==> src/rtl/code_entry_pkg.sv <==
// Shared lock definitions: key codes, digit blank value and entry FSM states.
package code_entry_pkg;
  localparam int unsigned NUM_DIGITS  = 6;
  localparam logic [2:0]  COUNT_MAX   = 3'd6;
  localparam logic [3:0]  KEY_BKSP    = 4'hA;
  localparam logic [3:0]  KEY_CONF    = 4'hB;
  localparam logic [3:0]  KEY_CLR     = 4'hC;
  localparam logic [3:0]  DIGIT_BLANK = 4'hF;

  typedef enum logic {
    ST_ENTRY,
    ST_CHECK
  } state_t;
endpackage

==> src/rtl/idle_timer.sv <==
// Restartable saturating inactivity counter; o_expire is high on its final count.
module idle_timer #(
  parameter int unsigned TIMEOUT_CYC = 50_000_000
) (
  input  logic clk,
  input  logic rst_n,
  input  logic i_restart,
  input  logic i_run,
  output logic o_expire
);
  localparam int unsigned   TW     = $clog2(TIMEOUT_CYC);
  localparam logic [TW-1:0] T_LAST = TW'(TIMEOUT_CYC - 1);

  logic [TW-1:0] r_cnt;

  always_ff @(posedge clk) begin
    if (!rst_n || i_restart || !i_run) begin
      r_cnt <= '0;
    end else if (r_cnt != T_LAST) begin
      r_cnt <= r_cnt + TW'(1);
    end
  end

  assign o_expire = i_run && (r_cnt == T_LAST);
endmodule

==> src/rtl/code_entry.sv <==
// Keypad digit collection: six-digit entry with editing, idle auto-clear and a
// fixed-length comparator check window after a valid confirm.
module code_entry
  import code_entry_pkg::*;
#(
  parameter int unsigned CHECK_LEN   = 4,
  parameter int unsigned TIMEOUT_CYC = 50_000_000
) (
  input  logic       clk,
  input  logic       rst_n,
  input  logic       key_valid,
  input  logic [3:0] key_code,
  output logic [3:0] d1,
  output logic [3:0] d2,
  output logic [3:0] d3,
  output logic [3:0] d4,
  output logic [3:0] d5,
  output logic [3:0] d6,
  output logic [2:0] count,
  output logic       check,
  output logic       key_reject,
  output logic       timeout
);
  localparam int unsigned   CW       = $clog2(CHECK_LEN);
  localparam logic [CW-1:0] CHK_LAST = CW'(CHECK_LEN - 1);

  state_t        r_state, w_state_nxt;
  logic [3:0]    r_dig     [NUM_DIGITS];
  logic [3:0]    w_dig_nxt [NUM_DIGITS];
  logic [2:0]    r_count, w_count_nxt, w_count_m1;
  logic [CW-1:0] r_chk, w_chk_nxt;
  logic          r_check, w_check_nxt;
  logic          r_rej, w_rej_nxt;
  logic          r_to, w_to_nxt;
  logic          w_clear;
  logic          w_run, w_expire;

  assign w_run      = (r_state == ST_ENTRY) && (r_count != '0);
  assign w_count_m1 = r_count - 3'd1;

  idle_timer #(.TIMEOUT_CYC(TIMEOUT_CYC)) u_idle_timer (
    .clk       (clk),
    .rst_n     (rst_n),
    .i_restart (key_valid),
    .i_run     (w_run),
    .o_expire  (w_expire)
  );

  always_comb begin
    w_state_nxt = r_state;
    w_dig_nxt   = r_dig;
    w_count_nxt = r_count;
    w_chk_nxt   = r_chk;
    w_check_nxt = r_check;
    w_rej_nxt   = 1'b0;
    w_to_nxt    = 1'b0;
    w_clear     = 1'b0;
    unique case (r_state)
      ST_ENTRY: begin
        // A key on the expiry cycle wins: the timer restarts and no timeout fires.
        if (key_valid) begin
          if (key_code <= 4'd9) begin
            if (r_count < COUNT_MAX) begin
              w_dig_nxt[r_count] = key_code;
              w_count_nxt        = r_count + 3'd1;
            end else begin
              w_rej_nxt = 1'b1;
            end
          end else if (key_code == KEY_BKSP) begin
            if (r_count != '0) begin
              w_dig_nxt[w_count_m1] = DIGIT_BLANK;
              w_count_nxt           = w_count_m1;
            end else begin
              w_rej_nxt = 1'b1;
            end
          end else if (key_code == KEY_CLR) begin
            w_clear = 1'b1;
          end else if (key_code == KEY_CONF && r_count == COUNT_MAX) begin
            w_state_nxt = ST_CHECK;
            w_check_nxt = 1'b1;
            w_chk_nxt   = '0;
          end else begin
            w_rej_nxt = 1'b1;
          end
        end else if (w_expire) begin
          w_clear  = 1'b1;
          w_to_nxt = 1'b1;
        end
      end
      ST_CHECK: begin
        w_rej_nxt = key_valid;
        if (r_chk == CHK_LAST) begin
          w_state_nxt = ST_ENTRY;
          w_check_nxt = 1'b0;
          w_clear     = 1'b1;
        end else begin
          w_chk_nxt = r_chk + CW'(1);
        end
      end
      default: w_state_nxt = ST_ENTRY;
    endcase
    if (w_clear) begin
      for (int unsigned i = 0; i < NUM_DIGITS; i++) w_dig_nxt[i] = DIGIT_BLANK;
      w_count_nxt = '0;
    end
  end

  always_ff @(posedge clk) begin
    if (!rst_n) begin
      r_state <= ST_ENTRY;
      for (int unsigned i = 0; i < NUM_DIGITS; i++) r_dig[i] <= DIGIT_BLANK;
      r_count <= '0;
      r_chk   <= '0;
      r_check <= 1'b0;
      r_rej   <= 1'b0;
      r_to    <= 1'b0;
    end else begin
      r_state <= w_state_nxt;
      r_dig   <= w_dig_nxt;
      r_count <= w_count_nxt;
      r_chk   <= w_chk_nxt;
      r_check <= w_check_nxt;
      r_rej   <= w_rej_nxt;
      r_to    <= w_to_nxt;
    end
  end

  assign d1         = r_dig[0];
  assign d2         = r_dig[1];
  assign d3         = r_dig[2];
  assign d4         = r_dig[3];
  assign d5         = r_dig[4];
  assign d6         = r_dig[5];
  assign count      = r_count;
  assign check      = r_check;
  assign key_reject = r_rej;
  assign timeout    = r_to;
endmodule

==> config.mk <==
export PLATFORM = sky130hd
export DESIGN_NAME = code_entry
export DESIGN_NICKNAME = d
export VERILOG_FILES = /design/src/rtl/code_entry_pkg.sv /design/src/rtl/idle_timer.sv /design/src/rtl/code_entry.sv
export SDC_FILE = /design/constraint.sdc
export NUM_CORES = 1
export LEC_CHECK = 0
export ABC_AREA = 1
export BUFFER_PORTS_ARGS = -buffer_cell sky130_fd_sc_hd__buf_2
export CAP_MARGIN = 20
export CORE_ASPECT_RATIO = 0.75
export CORE_MARGIN = 8
export CORE_UTILIZATION = 40
export DETAILED_ROUTE_END_ITERATION = 10
export SLEW_MARGIN = 20
export SYNTH_ARGS = -nofsm -noshare
export SYNTH_HDL_FRONTEND = slang
export SYNTH_HIERARCHICAL = 1
export SYNTH_SLANG_ARGS = --single-unit
==> constraint.sdc <==
create_clock -name clk -period 2.7 [get_ports clk]
set_clock_uncertainty 0.05 [all_clocks]
set_input_delay 0 -clock clk [delete_from_list [all_inputs] [get_ports clk]]
set_output_delay 0 -clock clk [all_outputs]
set_load 0.02 [all_outputs]
# Word level (Yosys, flattened, before mapping)
# Index checks and enable logic that the tools add are counted.
# word_totals
ff_bits,59
latchBits,0
ram_bits,0
romBits,0
input_bits,7
output_inout_bits,30
wordCells,109
memories,0
# classes
add_sub_neg,4
n_mul,0
n_div,0
n_lt_le_gt_ge,6
eq_ne,15
shifts,0
n_mux,49
n_bitwise,5
reduce_logical,17
# ops
operator,n
24-bit 2-to-1 mux,4
26-bit by 1-bit adder with 26-bit output (second input constant),1
26-bit == test (second input constant),1
26-bit inequality test (second input constant),1
1-bit 2-to-1 mux,25
24-bit bitwise mux,1
4-bit demux with 3-bit select,2
24-bit OR,1
4-bit == test (second input constant),3
2-bit 2-to-1 mux,6
3-bit 2-to-1 mux,4
6-bit AND reduction,2
2-bit inequality test (second input constant),5
4-bit >= comparator (second input constant),2
4-bit by 1-bit < comparator with 1-bit output (second input constant),2
4-bit 2-to-1 mux,2
3-bit inverter with 4-bit output,2
1-bit one-hot mux with 2 select lines,4
2-bit by 1-bit inequality test with 1-bit output (second input constant),3
1-bit logical AND,5
5-bit AND reduction,1
4-bit less-or-equal comparator (second input constant),1
2-bit one-hot mux with 2 select lines,1
2-bit nonzero test,2
12 further kinds,15

# Depth between registers and ports, before layout
# logic_depth
word_depth,10
ltp_mapped,12
mapped_depth_nobuf,11

# By module
# Netlist, hierarchy kept.
# by_module_without_submodules
mod,instances,cells_per_inst,area_each_um2,seq_area_each_um2
code_entry,1,352,2128.3,660.6
idle_timer,1,242,1537.7,520.5

# Worst setup path before layout
# No wires, ideal clock.
# synth_timing
kind,register to register
start,"register r_count[0], in the netlist count[0]"
end,register r_dig (netlist bit d1[0])
setup_ns,0.062
arrival_ns,2.067
t_required_ns,2.588
setup_slack_ns,0.521
path_stages_with_launch,11
n_path_buf,2
synth_period_minus_slack_ns,2.179
cell_sequence,dfxtp_1 > buf_2 > inv_1 > ha_1 > a21oi_1 > nor3b_1 > inv_1 > nor3_1 > nor3_4 > buf_6 > nand3_1
# synth_via
elab_chain_len,10
elab_cells_between_ends,30
cone_classes,1 x add/sub; 5 x order compare; 1 x eq/ne; 12 x mux; 3 x bitwise; 8 x reduce/logical
# synth_lines
element,line,rtl
start: declaration,code_entry.sv:30,"logic [2:0] r_count, w_count_nxt, w_count_m1;"
start signal: assignment,code_entry.sv:120,r_count <= w_count_nxt;
3-bit by 1-bit subtractor with 3-bit output *,code_entry.sv:39,assign w_count_m1 = r_count - 3'd1;
named net w_count_m1[0],code_entry.sv:30,
3-bit inverter with 4-bit output (not written as such) *,code_entry.sv:71,w_dig_nxt[w_count_m1] = DIGIT_BLANK;
4-bit >= comparator (not written as such) or 4-bit by 1-bit < comparator with 1-bit output (tied branches),code_entry.sv:71,
1-bit logical AND (not written as such),code_entry.sv:71,
4-bit 2-to-1 mux (not written as such),code_entry.sv:71,
4-bit demux with 3-bit select *,code_entry.sv:71,
24-bit OR (no source line) *,-,
24-bit 2-to-1 mux *,code_entry.sv:70,if (r_count != '0) begin
24-bit 2-to-1 mux *,code_entry.sv:69,end else if (key_code == KEY_BKSP) begin
24-bit 2-to-1 mux *,code_entry.sv:62,if (key_code <= 4'd9) begin
end signal: assignment,code_entry.sv:119,r_dig <= w_dig_nxt;
end: declaration,code_entry.sv:28,logic [3:0] r_dig [NUM_DIGITS];
# The timed path passes the listed nets; every way through them passes the cells marked *. The select of a mux whose other input is x is not followed.
# A chain may end at the register's enable or synchronous reset.

# Final worst setup path
# layout_timing
start,"register r_count[1], in the netlist count[1]"
end,"register r_to, in the netlist timeout"
# layout_via
elab_chain_len,4
# layout_lines
element,line,rtl
3-bit nonzero test,code_entry.sv:38,assign w_run = (r_state == ST_ENTRY) && (r_count != '0);
1-bit logical AND,code_entry.sv:38,
named net w_run,code_entry.sv:36,"logic w_run, w_expire;"
1-bit logical AND,idle_timer.sv:24,assign o_expire = i_run && (r_cnt == T_LAST);
named net w_expire,code_entry.sv:36,
1-bit 2-to-1 mux,code_entry.sv:85,end else if (w_expire) begin
end signal: assignment,code_entry.sv:124,r_to <= w_to_nxt;
end: declaration,code_entry.sv:34,"logic r_to, w_to_nxt;"
# The timed path passes the listed nets, and every way through them passes these cells.

==> out/qor.csv <==
stage;metric;value;unit
outcome;status;completed;
routing;Detail Route met3 WL;483;um
floorplanning;die area;12500;um2
global_route;GRT Residual Overflow;0;
layout;leading cell type in the layout, fill and taps excluded;nand2_1;
sta;Setup TNS;0;ps
placement;HPWL Detailed;7070;um
floorplanning;Chip Width;127;um
sta;Final Max Tran Viols;0;
routing;WL per Instance;12.4;um
synthesis;number of enable-type register cells in the synthesized netlist;0;
setup_path;worst r2r path cells;7;
routing;via count;3577;
routing;Initial DRC Count;280;
synthesis;syn_nets;607;
cts;Root Buffer;clkbuf_16;
layout;Multi-input gate area;2110;um2
routing;via/cell ratio;4.74;
synthesis;biggest area consumer among synthesized cells;dfxtp_1;
setup_path;R2R Setup Slk;430;ps
power;Leak;1.99;nW
cts;total CTS buffers;9;
min_path;Hold/Removal Path Class;input pin to register;
setup_path;slowest stage cell, crit path;dlygate4sd3_1;
sta;setup violators final;0;
sta;fmax;441;MHz
cts;CTS tree;yes;
setup_path;CP endpoint;timeout;
power;Comb pwr share;0.145;
cts;CTS clk-pin slew, worst paths;60;ps
routing;Metal-1 WL;5250;um
synthesis;largest cells by area after synthesis;dfxtp_1, nand2_1, inv_1;
setup_path;worst r2r src;count[1];
synthesis;Post-synth top flop;dfxtp_1;
sta;Final min period;2270;ps
power;Clock power frac;0.485;
cts;CTS Sinks;59;
power;Worst VDD drop;228;uV
global_route;largest net degree at the start of global routing;29;
global_route;GRT Total Usage;0.157;
floorplanning;core area;8970;um2
setup_path;worst-path cell chain;inv_2 -> ha_1 -> a21oi_1 -> nor3b_1 -> inv_1 -> nor4_1 -> dlygate4sd3_1;
layout;Layout Nets;651;
power;Power Total;0.00253;W
setup_path;Worst Setup Start Kind;register;
floorplanning;effective utilization at floorplan;0.409;
global_route;first-pass GRT wire length;16100;um
routing;top sig layer;met4;
routing;drt pass-1 iters;5;
cts;H-tree lvl count;3;
power;Net Sw Frac;0.278;
layout;Reg area;1180;um2
setup_path;crit path DAT;2480;ps
power;Internal;0.00183;W
routing;routed wl met2;3510;um
synthesis;sequential area share after synthesis;0.322;
layout;number of antenna diodes;0;
placement;pre-CTS setup slack;481;ps
cts;Longest Clk Path Bufs;2;
layout;post-layout util;0.478;
synthesis;Mapped Avg Cell Area;6.17;um2
sta;unrepaired setup endpoints after global routing;no;
sta;Slew @ Worst Pin;556;ps
routing;DRC;0;
cts;worst skew pair latency;330;ps
placement;GP Congestion;0.838;
setup_path;WS Path Type;register to register;
layout;share of post-route cells with drive strength above 1;0.156;
global_route;vias in the first global route;3315;
sta;post-route setup slack;434;ps
cts;post-CTS setup repair buffer count;0;
synthesis;Yosys Warn Count;6;
routing;final WL;9340;um
job;total of max-cap violations;0;
synthesis;Yosys cell types;32;
routing;post-route ant nets;0;
synthesis;asr flop ratio synth;0;
setup_path;Critical path origin;count[1];
setup_path;CP max FO;9;
power;PwrDens;591;nW/um2
setup_path;critical path depth in cells;7;
floorplanning;IO Pins;37;
setup_path;FF-to-FF End;timeout;
synthesis;Netlist Area Pre-Place;3670;um2
synthesis;Yosys reg bits;59;
setup_path;critical path's top delay family;buffers and inverters;
sta;worst rel slew slack;0.628;
placement;IO buf count;36;
layout;synth-to-layout area growth;16.9;%
setup_path;CP Capture Type;register;
floorplanning;Die Y;98.9;um
setup_path;Max stage delay on crit path;570;ps
power;Switch Pwr;0.000704;W
setup_path;Critical Path RT;2920;ps
synthesis;Mapped Cells;594;
layout;commonest non-fill, non-tap cells in the layout;nand2_1, inv_1, nor2_1;
sta;Hold Vio Cnt, Final;0;
global_route;initial antenna violation count;0;
synthesis;Synth top area share;0.322;
power;Seq pwr share;0.370;
setup_path;CP bufs+invs;3;
floorplanning;FP Rows;30;
layout;number of fill cells in the layout;947;
sta;period utilisation layout;0.839;
==> worst reg2reg max path, delay by kind of cell (launching register included) <==
| kind | cells | cell delay (ps) |
|---|---|---|
| and+or+nand+nor | 2 | 420 |
| DFF | 1 | 560 |
| adders and majority gates | 1 | 220 |
| buffers and inverters | 3 | 780 |
| AOI/OAI and AO/OA | 1 | 190 |
==> through the flow <==
stage	instances	area, um2	hold WS, ps
after floorplan	594	3670	28.0
after global placement	736	3940	232
after detailed placement	736	3940	220
after CTS	755	4280	79.1
after global routing	755	4280	119
final	755	4280	94.5
==> registers in the layout, indices dropped and copies added (netlist names) <==
register,flops
r_state,1
d3,4
count,3
key_reject,1
d5,4
u_idle_timer/r_cnt,26
d6,4
d1,4
timeout,1
r_chk,2
d4,4
d2,4
check,1
==> Yosys cell counts, types with 2 or more instances <==
cell type and number:
dfxtp_1 59, buf_2 4, nor2_1 67, nor2_2 10
inv_2 12, o21ai_0 9, nand2_1 240, nor3_4 3
o21ai_2 2, a21oi_1 23, nand3_1 40, nor2_4 4
ha_1 6, nand3_4 2, nor3_1 2, nand4_1 8
xnor2_1 4, nand3_2 8, xor2_1 5, nand2_2 2
inv_1 68, o21ai_1 2, buf_6 4, nand3b_1 2
==> cell families (layout without fill, tap and decap cells) <==
family                   after synthesis  in the layout  share of synthesized area
adder cells (fa/ha/maj)                6              6                     0.0205
buffers and inverters                 90            139                      0.102
AO/OA/AOI/OAI                         38             38                     0.0587
XOR/XNOR                               9              9                     0.0215
AND/OR/NAND/NOR                      392            392                      0.475
flip-flops                            59             59                      0.322
==> final cells by class <==
class | instances | area share
Multi-Input combinational cell | 445 | 0.493
Sequential cell | 59 | 0.276
Inverter | 80 | 0.0701
Timing Repair Buffer | 43 | 0.0561
Clock buffer | 11 | 0.0543
Tap cell | 112 | 0.0327
Clock inverter | 5 | 0.0181
==> layer usage <==
| layer | global-route usage | vias to the layer above |
|---|---|---|
| li1 | - | 1930 |
| met1 | 0.236 | 1558 |
| met2 | 0.215 | 80 |
| met3 | 0.0334 | 9 |
| met4 | 0.0442 | 0 |
| met5 | 0 | - |
==> repair_timing <==
action | CTS | global route
hold endpoints to repair | 5 | 0
hold buffers | 3 | 0
gates resized for setup | 0 | 0
==> power by group through the flow <==
| stage | sequential, W | clock [W] | combinational (W) |
|---|---|---|---|
| 3_5_place_dp | 0.000955 | 0 | 0.000366 |
| 3_3_place_gp | 0.000953 | 0 | 0.000362 |
| 2_1_floorplan | 0.000987 | 0 | 0.000235 |
| 6_report | 0.000937 | 0.00123 | 0.000368 |
| 4_1_cts | 0.000937 | 0.00125 | 0.000369 |
| 5_1_grt | 0.000942 | 0.00128 | 0.000419 |
==> worst min-delay path by stage <==
stage	startpoint	endpoint	cells past startpoint
2_1_floorplan	key_valid	timeout	1
3_3_place_gp	key_valid	timeout	2
3_5_place_dp	key_valid	timeout	2
4_1_cts	key_code[0]	key_reject	4
5_1_grt	key_code[0]	key_reject	4
6_report	key_code[0]	key_reject	4
Note: power is estimated with default switching activity, not from simulation.
